--- src/rtl/pipe_stage_skid_pkg.sv ---
// Shared constants and types for the pipeline-boundary register.
// Occupancy encoding doubles as the value driven on occ_o.
package pipe_stage_skid_pkg;

   localparam int unsigned DATA_W_DEF = 64;
   localparam int unsigned OCC_W      = 2;

   // RV32 canonical NOP (addi x0,x0,0); the natural bubble for instruction fields.
   localparam logic [31:0] BUBBLE_NOP = 32'h0000_0013;

   typedef enum logic [OCC_W-1:0] {
      OCC_EMPTY = 2'd0,
      OCC_ONE   = 2'd1,
      OCC_TWO   = 2'd2
   } occ_e;

   typedef enum logic [1:0] {
      SLOT_HOLD,
      SLOT_LOAD,
      SLOT_DROP,
      SLOT_FLUSH
   } slot_cmd_e;

   function automatic logic [OCC_W-1:0] occ_count(input logic main_v, input logic skid_v);
      return OCC_W'(main_v) + OCC_W'(skid_v);
   endfunction

endpackage

--- src/rtl/pipe_stage_skid_if.sv ---
// Valid/ready/payload channel between two pipeline stages.
// The producer side takes the master modport, the consumer side the slave modport.
interface pipe_stage_skid_if #(
   parameter int unsigned DATA_W = pipe_stage_skid_pkg::DATA_W_DEF
);

   logic              valid;
   logic              ready;
   logic [DATA_W-1:0] data;

   modport master (
      output valid,
      output data,
      input  ready
   );

   modport slave (
      input  valid,
      input  data,
      output ready
   );

endinterface

--- src/rtl/pipe_stage_skid_slot.sv ---
// One payload register plus its valid bit, driven by a single command per cycle.
// A flush parks the payload at BUBBLE so downstream never sees stale data.
module pipe_stage_skid_slot
   import pipe_stage_skid_pkg::*;
#(
   parameter int unsigned       DATA_W = DATA_W_DEF,
   parameter logic [DATA_W-1:0] BUBBLE = '0
) (
   input  logic              clk_i,
   input  logic              rst_i,
   input  slot_cmd_e         cmd_i,
   input  logic [DATA_W-1:0] data_i,
   output logic              valid_o,
   output logic [DATA_W-1:0] data_o
);

   logic              valid_q;
   logic [DATA_W-1:0] data_q;

   // NOTE: the payload is a plain register, not a memory, so resetting it to
   // BUBBLE is cheap and keeps dn_data_o defined straight out of reset.
   always_ff @(posedge clk_i or posedge rst_i) begin
      if (rst_i) begin
         // NOTE: sequential state uses non-blocking assignments so every
         // register samples its inputs from before the edge.
         valid_q <= 1'b0;
         data_q  <= BUBBLE;
      end else begin
         case (cmd_i)
            SLOT_LOAD: begin
               valid_q <= 1'b1;
               data_q  <= data_i;
            end
            SLOT_DROP: begin
               valid_q <= 1'b0;
            end
            SLOT_FLUSH: begin
               valid_q <= 1'b0;
               data_q  <= BUBBLE;
            end
            default: begin
            end
         endcase
      end
   end

   assign valid_o = valid_q;
   assign data_o  = data_q;

endmodule

--- src/rtl/pipe_stage_skid.sv ---
// Parametrised pipeline-boundary register with stall, flush-to-bubble and an
// optional 2-entry skid buffer that makes up.ready a function of registered state.
module pipe_stage_skid
   import pipe_stage_skid_pkg::*;
#(
   parameter int unsigned       DATA_W = DATA_W_DEF,
   parameter logic [DATA_W-1:0] BUBBLE = '0,
   parameter bit                SKID   = 1'b1
) (
   input  logic                     clk_i,
   input  logic                     rst_i,
   input  logic                     start_i,
   input  logic                     flush_i,
   input  logic                     stall_i,
   pipe_stage_skid_if.slave         up,
   pipe_stage_skid_if.master        dn,
   output logic [OCC_W-1:0]         occ_o
);

   occ_e              state_q, state_d;
   slot_cmd_e         main_cmd, skid_cmd;
   logic              main_sel_skid;
   logic              main_valid, skid_valid;
   logic [DATA_W-1:0] main_data, skid_data, main_din;
   logic              up_ready, up_fire, dn_fire;

   assign dn_fire = main_valid & dn.ready & ~stall_i & start_i;

   // With the skid slot the ready path sees only registered state; without it
   // the stage can accept in the same cycle its current entry leaves.
   assign up_ready = SKID ? (start_i & (state_q != OCC_TWO))
                          : (start_i & (~main_valid | dn_fire));
   assign up_fire  = up.valid & up_ready;
   assign up.ready = up_ready;

   always_ff @(posedge clk_i or posedge rst_i) begin
      if (rst_i) begin
         state_q <= OCC_EMPTY;
      end else begin
         state_q <= state_d;
      end
   end

   always_comb begin
      // NOTE: every output of this block is defaulted before any branch;
      // a path that skipped one would otherwise infer a latch.
      state_d       = state_q;
      main_cmd      = SLOT_HOLD;
      skid_cmd      = SLOT_HOLD;
      main_sel_skid = 1'b0;

      if (flush_i) begin
         state_d  = OCC_EMPTY;
         main_cmd = SLOT_FLUSH;
         skid_cmd = SLOT_FLUSH;
      end else if (start_i) begin
         case (state_q)
            OCC_EMPTY: begin
               if (up_fire) begin
                  state_d  = OCC_ONE;
                  main_cmd = SLOT_LOAD;
               end
            end
            OCC_ONE: begin
               if (up_fire && dn_fire) begin
                  main_cmd = SLOT_LOAD;
               end else if (up_fire) begin
                  // Only reachable with the skid slot: the newcomer is younger.
                  state_d  = OCC_TWO;
                  skid_cmd = SLOT_LOAD;
               end else if (dn_fire) begin
                  state_d  = OCC_EMPTY;
                  main_cmd = SLOT_DROP;
               end
            end
            OCC_TWO: begin
               if (dn_fire) begin
                  state_d       = OCC_ONE;
                  main_cmd      = SLOT_LOAD;
                  main_sel_skid = 1'b1;
                  skid_cmd      = SLOT_DROP;
               end
            end
            default: begin
               state_d = OCC_EMPTY;
            end
         endcase
      end
   end

   assign main_din = main_sel_skid ? skid_data : up.data;

   pipe_stage_skid_slot #(
      .DATA_W (DATA_W),
      .BUBBLE (BUBBLE)
   ) u_main (
      .clk_i   (clk_i),
      .rst_i   (rst_i),
      .cmd_i   (main_cmd),
      .data_i  (main_din),
      .valid_o (main_valid),
      .data_o  (main_data)
   );

   generate
      if (SKID) begin : g_skid
         pipe_stage_skid_slot #(
            .DATA_W (DATA_W),
            .BUBBLE (BUBBLE)
         ) u_skid (
            .clk_i   (clk_i),
            .rst_i   (rst_i),
            .cmd_i   (skid_cmd),
            .data_i  (up.data),
            .valid_o (skid_valid),
            .data_o  (skid_data)
         );
      end else begin : g_no_skid
         assign skid_valid = 1'b0;
         assign skid_data  = BUBBLE;
      end
   endgenerate

   assign dn.valid = main_valid;
   assign dn.data  = main_data;
   assign occ_o    = occ_count(main_valid, skid_valid);

endmodule

--- src/flat_wrapper.sv ---
// flat-port wrapper written by rule: the top's interface ports become plain ports
module pipe_stage_skid_flat import pipe_stage_skid_pkg::*;
#(
   parameter int unsigned       DATA_W = DATA_W_DEF,
   parameter logic [DATA_W-1:0] BUBBLE = '0,
   parameter bit                SKID   = 1'b1
)
  (clk_i, rst_i, start_i, flush_i, stall_i, occ_o, up_valid, up_data, up_ready, dn_valid, dn_data, dn_ready);
  pipe_stage_skid_if #(.DATA_W(DATA_W)) up_i ();
  pipe_stage_skid_if #(.DATA_W(DATA_W)) dn_i ();
  input  logic clk_i;
  input  logic rst_i;
  input  logic start_i;
  input  logic flush_i;
  input  logic stall_i;
  output logic [OCC_W-1:0] occ_o;
  input wire logic [$bits(up_i.valid)-1:0] up_valid;
  input wire logic [$bits(up_i.data)-1:0] up_data;
  output wire logic [$bits(up_i.ready)-1:0] up_ready;
  output wire logic [$bits(dn_i.valid)-1:0] dn_valid;
  output wire logic [$bits(dn_i.data)-1:0] dn_data;
  input wire logic [$bits(dn_i.ready)-1:0] dn_ready;
  assign up_i.valid = up_valid;
  assign up_i.data = up_data;
  assign up_ready = up_i.ready;
  assign dn_valid = dn_i.valid;
  assign dn_data = dn_i.data;
  assign dn_i.ready = dn_ready;
  pipe_stage_skid #(.DATA_W(DATA_W), .BUBBLE(BUBBLE), .SKID(SKID)) u_core (.clk_i(clk_i), .rst_i(rst_i), .start_i(start_i), .flush_i(flush_i), .stall_i(stall_i), .up(up_i), .dn(dn_i), .occ_o(occ_o));
endmodule
--- config.mk ---
export PLATFORM = sky130hd
export DESIGN_NAME = pipe_stage_skid_flat
export DESIGN_NICKNAME = d
export VERILOG_FILES = /design/src/rtl/pipe_stage_skid_pkg.sv /design/src/rtl/pipe_stage_skid_if.sv /design/src/rtl/pipe_stage_skid_slot.sv /design/src/rtl/pipe_stage_skid.sv /design/src/flat_wrapper.sv
export SDC_FILE = /design/constraint.sdc
export NUM_CORES = 1
export LEC_CHECK = 0
export CAP_MARGIN = 40
export CORE_ASPECT_RATIO = 0.75
export CORE_MARGIN = 4
export CORE_UTILIZATION = 40
export DETAILED_ROUTE_END_ITERATION = 10
export GPL_TIMING_DRIVEN = 1
export MAX_ROUTING_LAYER = met4
export PLACE_DENSITY = 0.75
export SLEW_MARGIN = 20
export SYNTH_ARGS = -nofsm -noshare
export SYNTH_HDL_FRONTEND = slang
export SYNTH_HIERARCHICAL = 1
export SYNTH_SLANG_ARGS = --single-unit
export TNS_END_PERCENT = 30
--- constraint.sdc ---
create_clock -name clk_i -period 2.9 [get_ports clk_i]
set_input_delay 0.29 -clock clk_i [delete_from_list [all_inputs] [get_ports clk_i]]
set_output_delay 0.29 -clock clk_i [all_outputs]
set_load 0.05 [all_outputs]
# [Word level (Yosys, flattened, before mapping)]
# Index checks and enable logic that the tools add are counted.
[word_totals] out_inout_bits=68 word_cells=64 regBits=132
[op_classes] n_mux=29 n_addsub=1 reduce_logical=10 n_eq_ne=13 n_bitwise=6
[ops] operator="64-bit one-hot mux with 2 select lines" n=2
[ops] operator="64-bit two-way mux" n=1
[ops] operator="2-bit two-way mux" n=14
[ops] operator="2-bit one-hot mux with 3 select lines" n=2
[ops] operator="2-bit == test (second input constant)" n=5
[ops] operator="2-bit nonzero test" n=5
[ops] operator="1-bit two-way mux" n=7
[ops] operator="2-bit by 1-bit == test with 1-bit output (second input constant)" n=3
[ops] operator="3-bit by 2-bit inequality test with 1-bit output (second input constant)" n=2
[ops] operator="1-bit AND" n=5
[ops] operator="5-bit AND reduction" n=1
[ops] operator="4-bit by 2-bit inequality test with 1-bit output (second input constant)" n=1
[ops] operator="1-bit one-hot mux with 2 select lines" n=2
[ops] operator="2-bit one-hot mux with 2 select lines" n=1
[ops] operator="2-bit OR reduction" n=2
[ops] operator="3-bit inequality test (second input constant)" n=1
[ops] operator="1-bit by 1-bit adder with 2-bit output" n=1
[ops] operator="2-bit zero test" n=1
[ops] operator="2-bit inequality test (second input constant)" n=1
[ops] operator="1-bit logical AND" n=1
[ops] operator="1-bit inverter" n=1

# [Longest topological paths before layout]
[logic_depth] depth_word=12 depth_mapped=9 mapped_depth_nobuf=7

# [Modules after synthesis]
# Netlist, hierarchy kept.
[modules_own_cells] module="pipe_stage_skid_slot" n_inst=2 area_each_um2=2389.8 seq_area_each_um2=1626.6 cells_per_inst=147
[modules_own_cells] module="pipe_stage_skid" n_inst=1 area_each_um2=1107.3 seq_area_each_um2=50.0 cells_per_inst=111

# [Worst setup path after synthesis]
# No wires, ideal clock.
[synth_path] kind="flip-flop to flip-flop" startpoint="register u_core.u_main.valid_q, in the netlist u_core/u_main/valid_o" endpoint="register u_core.g_skid.u_skid.data_q[22], in the netlist u_core/g_skid.u_skid/data_o[22]" slack_ps=775 t_arrival_ps=2004 path_buffers=2 period_less_slack_ps=2125 stages_incl_launch_ff=8 cell_sequence="dfrtp_1 -> and4b_1 -> buf_2 -> nand4b_1 -> o21ai_0 -> inv_1 -> buf_2 -> a22o_1"
[synth_between] elab_chain_len=10 word_cells_on_any_way=13
[synth_lines] item="start, declared" line="pipe_stage_skid_slot.sv:17" rtl="logic valid_q;"
[synth_lines] item="start signal, assigned" line="pipe_stage_skid_slot.sv:26" rtl="valid_q <= 1'b0;"
[synth_lines] item="start signal, assigned" line="pipe_stage_skid_slot.sv:31" rtl="valid_q <= 1'b1;"
[synth_lines] item="start signal, assigned" line="pipe_stage_skid_slot.sv:35" rtl="valid_q <= 1'b0;"
[synth_lines] item="1-bit AND (*) (3 in a row)" line="pipe_stage_skid.sv:27" rtl="assign dn_fire = main_valid & dn.ready & ~stall_i & start_i;"
[synth_lines] item="1-bit logical AND (*)" line="pipe_stage_skid.sv:65" rtl="if (up_fire && dn_fire) begin"
[synth_lines] item="1-bit two-way mux (*)" line="pipe_stage_skid.sv:65"
[synth_lines] item="2-bit one-hot mux with 2 select lines (*)" line="pipe_stage_skid.sv:57" rtl="case (state_q)"
[synth_lines] item="2-bit two-way mux (*)" line="pipe_stage_skid.sv:56" rtl="end else if (start_i) begin"
[synth_lines] item="2-bit two-way mux (*)" line="pipe_stage_skid.sv:52" rtl="if (flush_i) begin"
[synth_lines] item="via u_core.skid_cmd[0]" line="pipe_stage_skid.sv:21" rtl="slot_cmd_e main_cmd, skid_cmd;"
[synth_lines] item="2-bit == test or 2-bit by 1-bit == test with 1-bit output (tied branches)" line="pipe_stage_skid_slot.sv:29" rtl="case (cmd_i)"
[synth_lines] item="64-bit one-hot mux with 2 select lines or 2-bit nonzero test (tied branches)"
[synth_lines] item="end signal, assigned" line="pipe_stage_skid_slot.sv:32" rtl="data_q <= data_i;"
[synth_lines] item="end, declared" line="pipe_stage_skid_slot.sv:18" rtl="logic [DATA_W-1:0] data_q;"
# Mark *: on every way through the listed nets, which the timed path passes. The rest lies on a longest branch.
# A chain may end at the register's enable or synchronous reset.

# [Worst setup path in the final report]
[layout_path] startpoint="register u_core.state_q[0]" endpoint="output up_ready"
[layout_between] elab_chain_len=2
[layout_lines] item="start, declared" line="pipe_stage_skid.sv:20" rtl="occ_e state_q, state_d;"
[layout_lines] item="start signal, assigned" line="pipe_stage_skid.sv:40" rtl="state_q <= state_d;"
[layout_lines] item="2-bit inequality test" line="pipe_stage_skid.sv:31" rtl="assign up_ready = SKID ? (start_i & (state_q != OCC_TWO))"
[layout_lines] item="1-bit AND" line="pipe_stage_skid.sv:31"
[layout_lines] item="end, declared" line="flat_wrapper.sv:19" rtl="output wire logic [$bits(up_i.ready)-1:0] up_ready;"
# No other way between the ends.

==> flow_summary.ini <==
[status]
status = finished, final reports clean

[clocking]
cts_hold_buffers = 0
cts_post_setup_buffers_inserted = 0
cts_root_buf = clkbuf_16
clkTransAtPathRegs_ns = 0.05
ctsLongestPathBuffers = 2
h-tree-depth = 4
clock-sinks = 132
clk_latency_ns = 0.40
cts_made_buffers = 17
cts_tree = done
cts.repair.resized = 0

[layout]
n_antenna_cell = 0
fin_nets = 618
drive_above_1_share_pct = 11.4
final_util_pct = 54.4
multiInputGateArea_um2 = 2130
syn_to_final_growth_pct = 33.6
final-seq-area_um2 = 3300
fillers = 1233

[drt]
num_vias = 4017
remaining_drc_errors = 0
avgViaCountPerCell = 5.33
initialDrtViolationCount = 226
avgRoutedWirePerCell_um = 18.5
wirelength_um = 14000
dr.pass1.iters = 5
ant_nets = 0

[synth]
syn_nets = 481
ys_ff_latch = 132
synth.distinct_cells = 29
synth_warnings = 6
synthCells = 405
syn_area_um2 = 5890
syn-mean-instance-area_um2 = 14.5
ys_seq_area_share_pct = 56.1

[grt]
grtUsageMet2_pct = 26.8
track_usage_pct = 18.2
grtUsageMet3_pct = 5.04
grt_pass1_wl_um = 23700
grt-ovfl-total = 0
grt_pass1_vias = 4463
antenna_found_initial = 0
use_met1_pct = 25.0
grt_max_degree = 37
busiest_layer = met2

[timing]
grt_setup_unrepaired = no
tightest_slew_ns = 0.537
period_minus_slack_ns = 2.41
setup_viol = 0
max-slew-margin-rel_pct = 64.1
finalCritPeriodShare_pct = 83.2
fin_worst_skew_ns = 0.00724
timing.setup.tns_ns = 0
hold_viol = 0
slew_viol_final = 0
max_freq_ghz = 0.414

[power_and_ir_drop]
pwr-share-clk_pct = 41.3
power.switching_mw = 1.49
irDropWorstVdd_mv = 0.338
p_per_area_nw_per_um2 = 674
power_frac_comb_pct = 19.0
swShare_pct = 28.0
design_power_total_mw = 5.30
p_int_mw = 3.82
p_leak_nw = 3.54
p_seq_share_pct = 39.7

[floorplanning]
fp.dieH_um = 113
rows = 38
dieArea_um2 = 16700
core_region_area_um2 = 14500
initial_core_util_pct = 40.7
pin_count = 139
die_w_um = 148

[critical_path]
critical_path_class = reg2out
regToRegEndpoint = u_core/u_main/data_o[14]
cp_cell_sequence = inv_1 > ha_1 > nor2b_1 > clkdlybuf4s50_1
startpoint_type = register
endpoint_kind = primary output
cp_max_fo = 5
slowest_stage = clkdlybuf4s50_1
arrival_ns = 2.12
required_ns = 2.61
cpPeakStageDelay_ns = 0.81
r2r_setup_slack_ns = 0.54
worstRegToRegCells = 8
rr_startpoint = u_core/state_q[0]

[placed_design]
hpwl_um = 9070
place_congestion = 0.809
port_buffers = 138

[min_path]
hold_path.class = in2async

[job]
drv_cap = 0
==> power groups by stage <==
stage	clock, mW	combinational (mW)	sequential [mW]
after floorplan	0	0.368	2.42
after global placement	0	0.992	2.12
after detailed placement	0	1.01	2.13
after CTS	2.25	1.02	2.10
after global routing	2.34	1.07	2.12
final	2.19	1.01	2.10
==> layer usage <==
metal  up-vias  share of wire [%]
met5         -                  0
li1       1820                  -
met1      2090                 48
met2        99                 47
met3         8                4.6
met4         0               0.56
==> how the worst max path moves through the flow <==
stage	to	startpoint	slack (ns)	cells past startpoint
2_1_floorplan	u_core/g_skid.u_skid/data_o[22]	u_core/u_main/valid_o	0.78	7
3_3_place_gp	u_core/g_skid.u_skid/data_o[16]	start_i	0.40	7
3_5_place_dp	u_core/g_skid.u_skid/data_o[20]	start_i	0.30	7
4_1_cts	up_ready	u_core/state_q[0]	0.46	4
5_1_grt	u_core/g_skid.u_skid/data_o[28]	u_core/state_q[0]	0.34	8
6_report	up_ready	u_core/state_q[0]	0.49	4
==> placed cells by master (no fill, tap or decap), drive strengths merged, types with 2 or more instances in the layout <==
cell type      netlist  layout
o21ai                3       3
inv                 10      12
bufinv               0       3
a21oi                2       2
nor2b                5       5
clkbuf               0      20
clkdlybuf4s50        0     138
a22o               128     128
nand2                5       5
mux2                65      65
buf                 34      14
ha                   5       5
nor2                 6       6
clkinv               0       5
dfrtp              132     132
==> registers in the layout (all words and copies together) (netlist names) <==
| signal | cells |
|---|---|
| u_core/u_main/valid_o | 1 |
| u_core/g_skid.u_skid/valid_o | 1 |
| u_core/u_main/data_o | 64 |
| u_core/state_q | 2 |
| u_core/g_skid.u_skid/data_o | 64 |
==> metrics by stage <==
step / cells / worst slack (ns) / hold slack (ns) / instance area [µm²]
4_1_cts: 753 / 0.463 / 0.158 / 7850
6_report: 754 / 0.487 / 0.164 / 7870
3_5_place_dp: 722 / 0.296 / 0.487 / 7240
3_3_place_gp: 722 / 0.397 / 0.484 / 7240
2_1_floorplan: 405 / 0.775 / 0.0312 / 5890
5_1_grt: 754 / 0.337 / 0.159 / 7870
==> synthesized netlist by cell type <==
cell        n  area share, %
and4b_1     1           0.17
a211oi_1    1           0.13
mux2_1     60             11
buf_6       6            1.1
buf_12     14            4.8
inv_1      10           0.64
nand2_2     1           0.11
ha_1        5            1.1
dfrtp_1   132             56
nor2_1      5           0.32
nand4b_1    1           0.15
o21ai_0     3           0.25
a22o_2      6            1.0
a22o_1    122             18
o31ai_1     1           0.13
a22oi_1     1           0.13
a41o_1      1           0.17
nor3_1      1          0.085
a31oi_1     1           0.11
nor2b_4     2           0.47
buf_2      13            1.1
nor2_8      1           0.34
nand2_1     4           0.25
buf_1       1          0.064
and3_1      1           0.11
a21oi_1     2           0.17
nand2b_1    1           0.11
nor2b_1     3           0.32
mux2_2      5           0.96
==> logic make-up (layout without fill, tap and decap cells) <==
family / after synthesis / in the layout / synth area share [%]
adders and majority gates: 5 / 5 / 1.06
DFF: 132 / 132 / 56.1
and+or+nand+nor: 21 / 21 / 2.42
buffers and inverters: 44 / 193 / 7.72
muxes: 65 / 65 / 12.4
AOI/OAI and AO/OA: 138 / 138 / 20.3
==> cell type report <==
cell class | instances | share of cell area, %
Tap cell | 200 | 3.18
Clock inverter | 11 | 1.92
Sequential cell | 132 | 42.0
Clock buffer | 20 | 5.81
Inverter | 10 | 0.477
Timing Repair Buffer | 152 | 19.5
Multi-Input combinational cell | 229 | 27.1
==> worst max-delay path: cells and delay by family, from the launching register on <==
kind,cells,cell delay (ns)
simple gates,1,0.15
fa+ha+maj,1,0.29
buf+inv,2,0.90
flops,1,0.38
(Power assumes the default switching activity.)
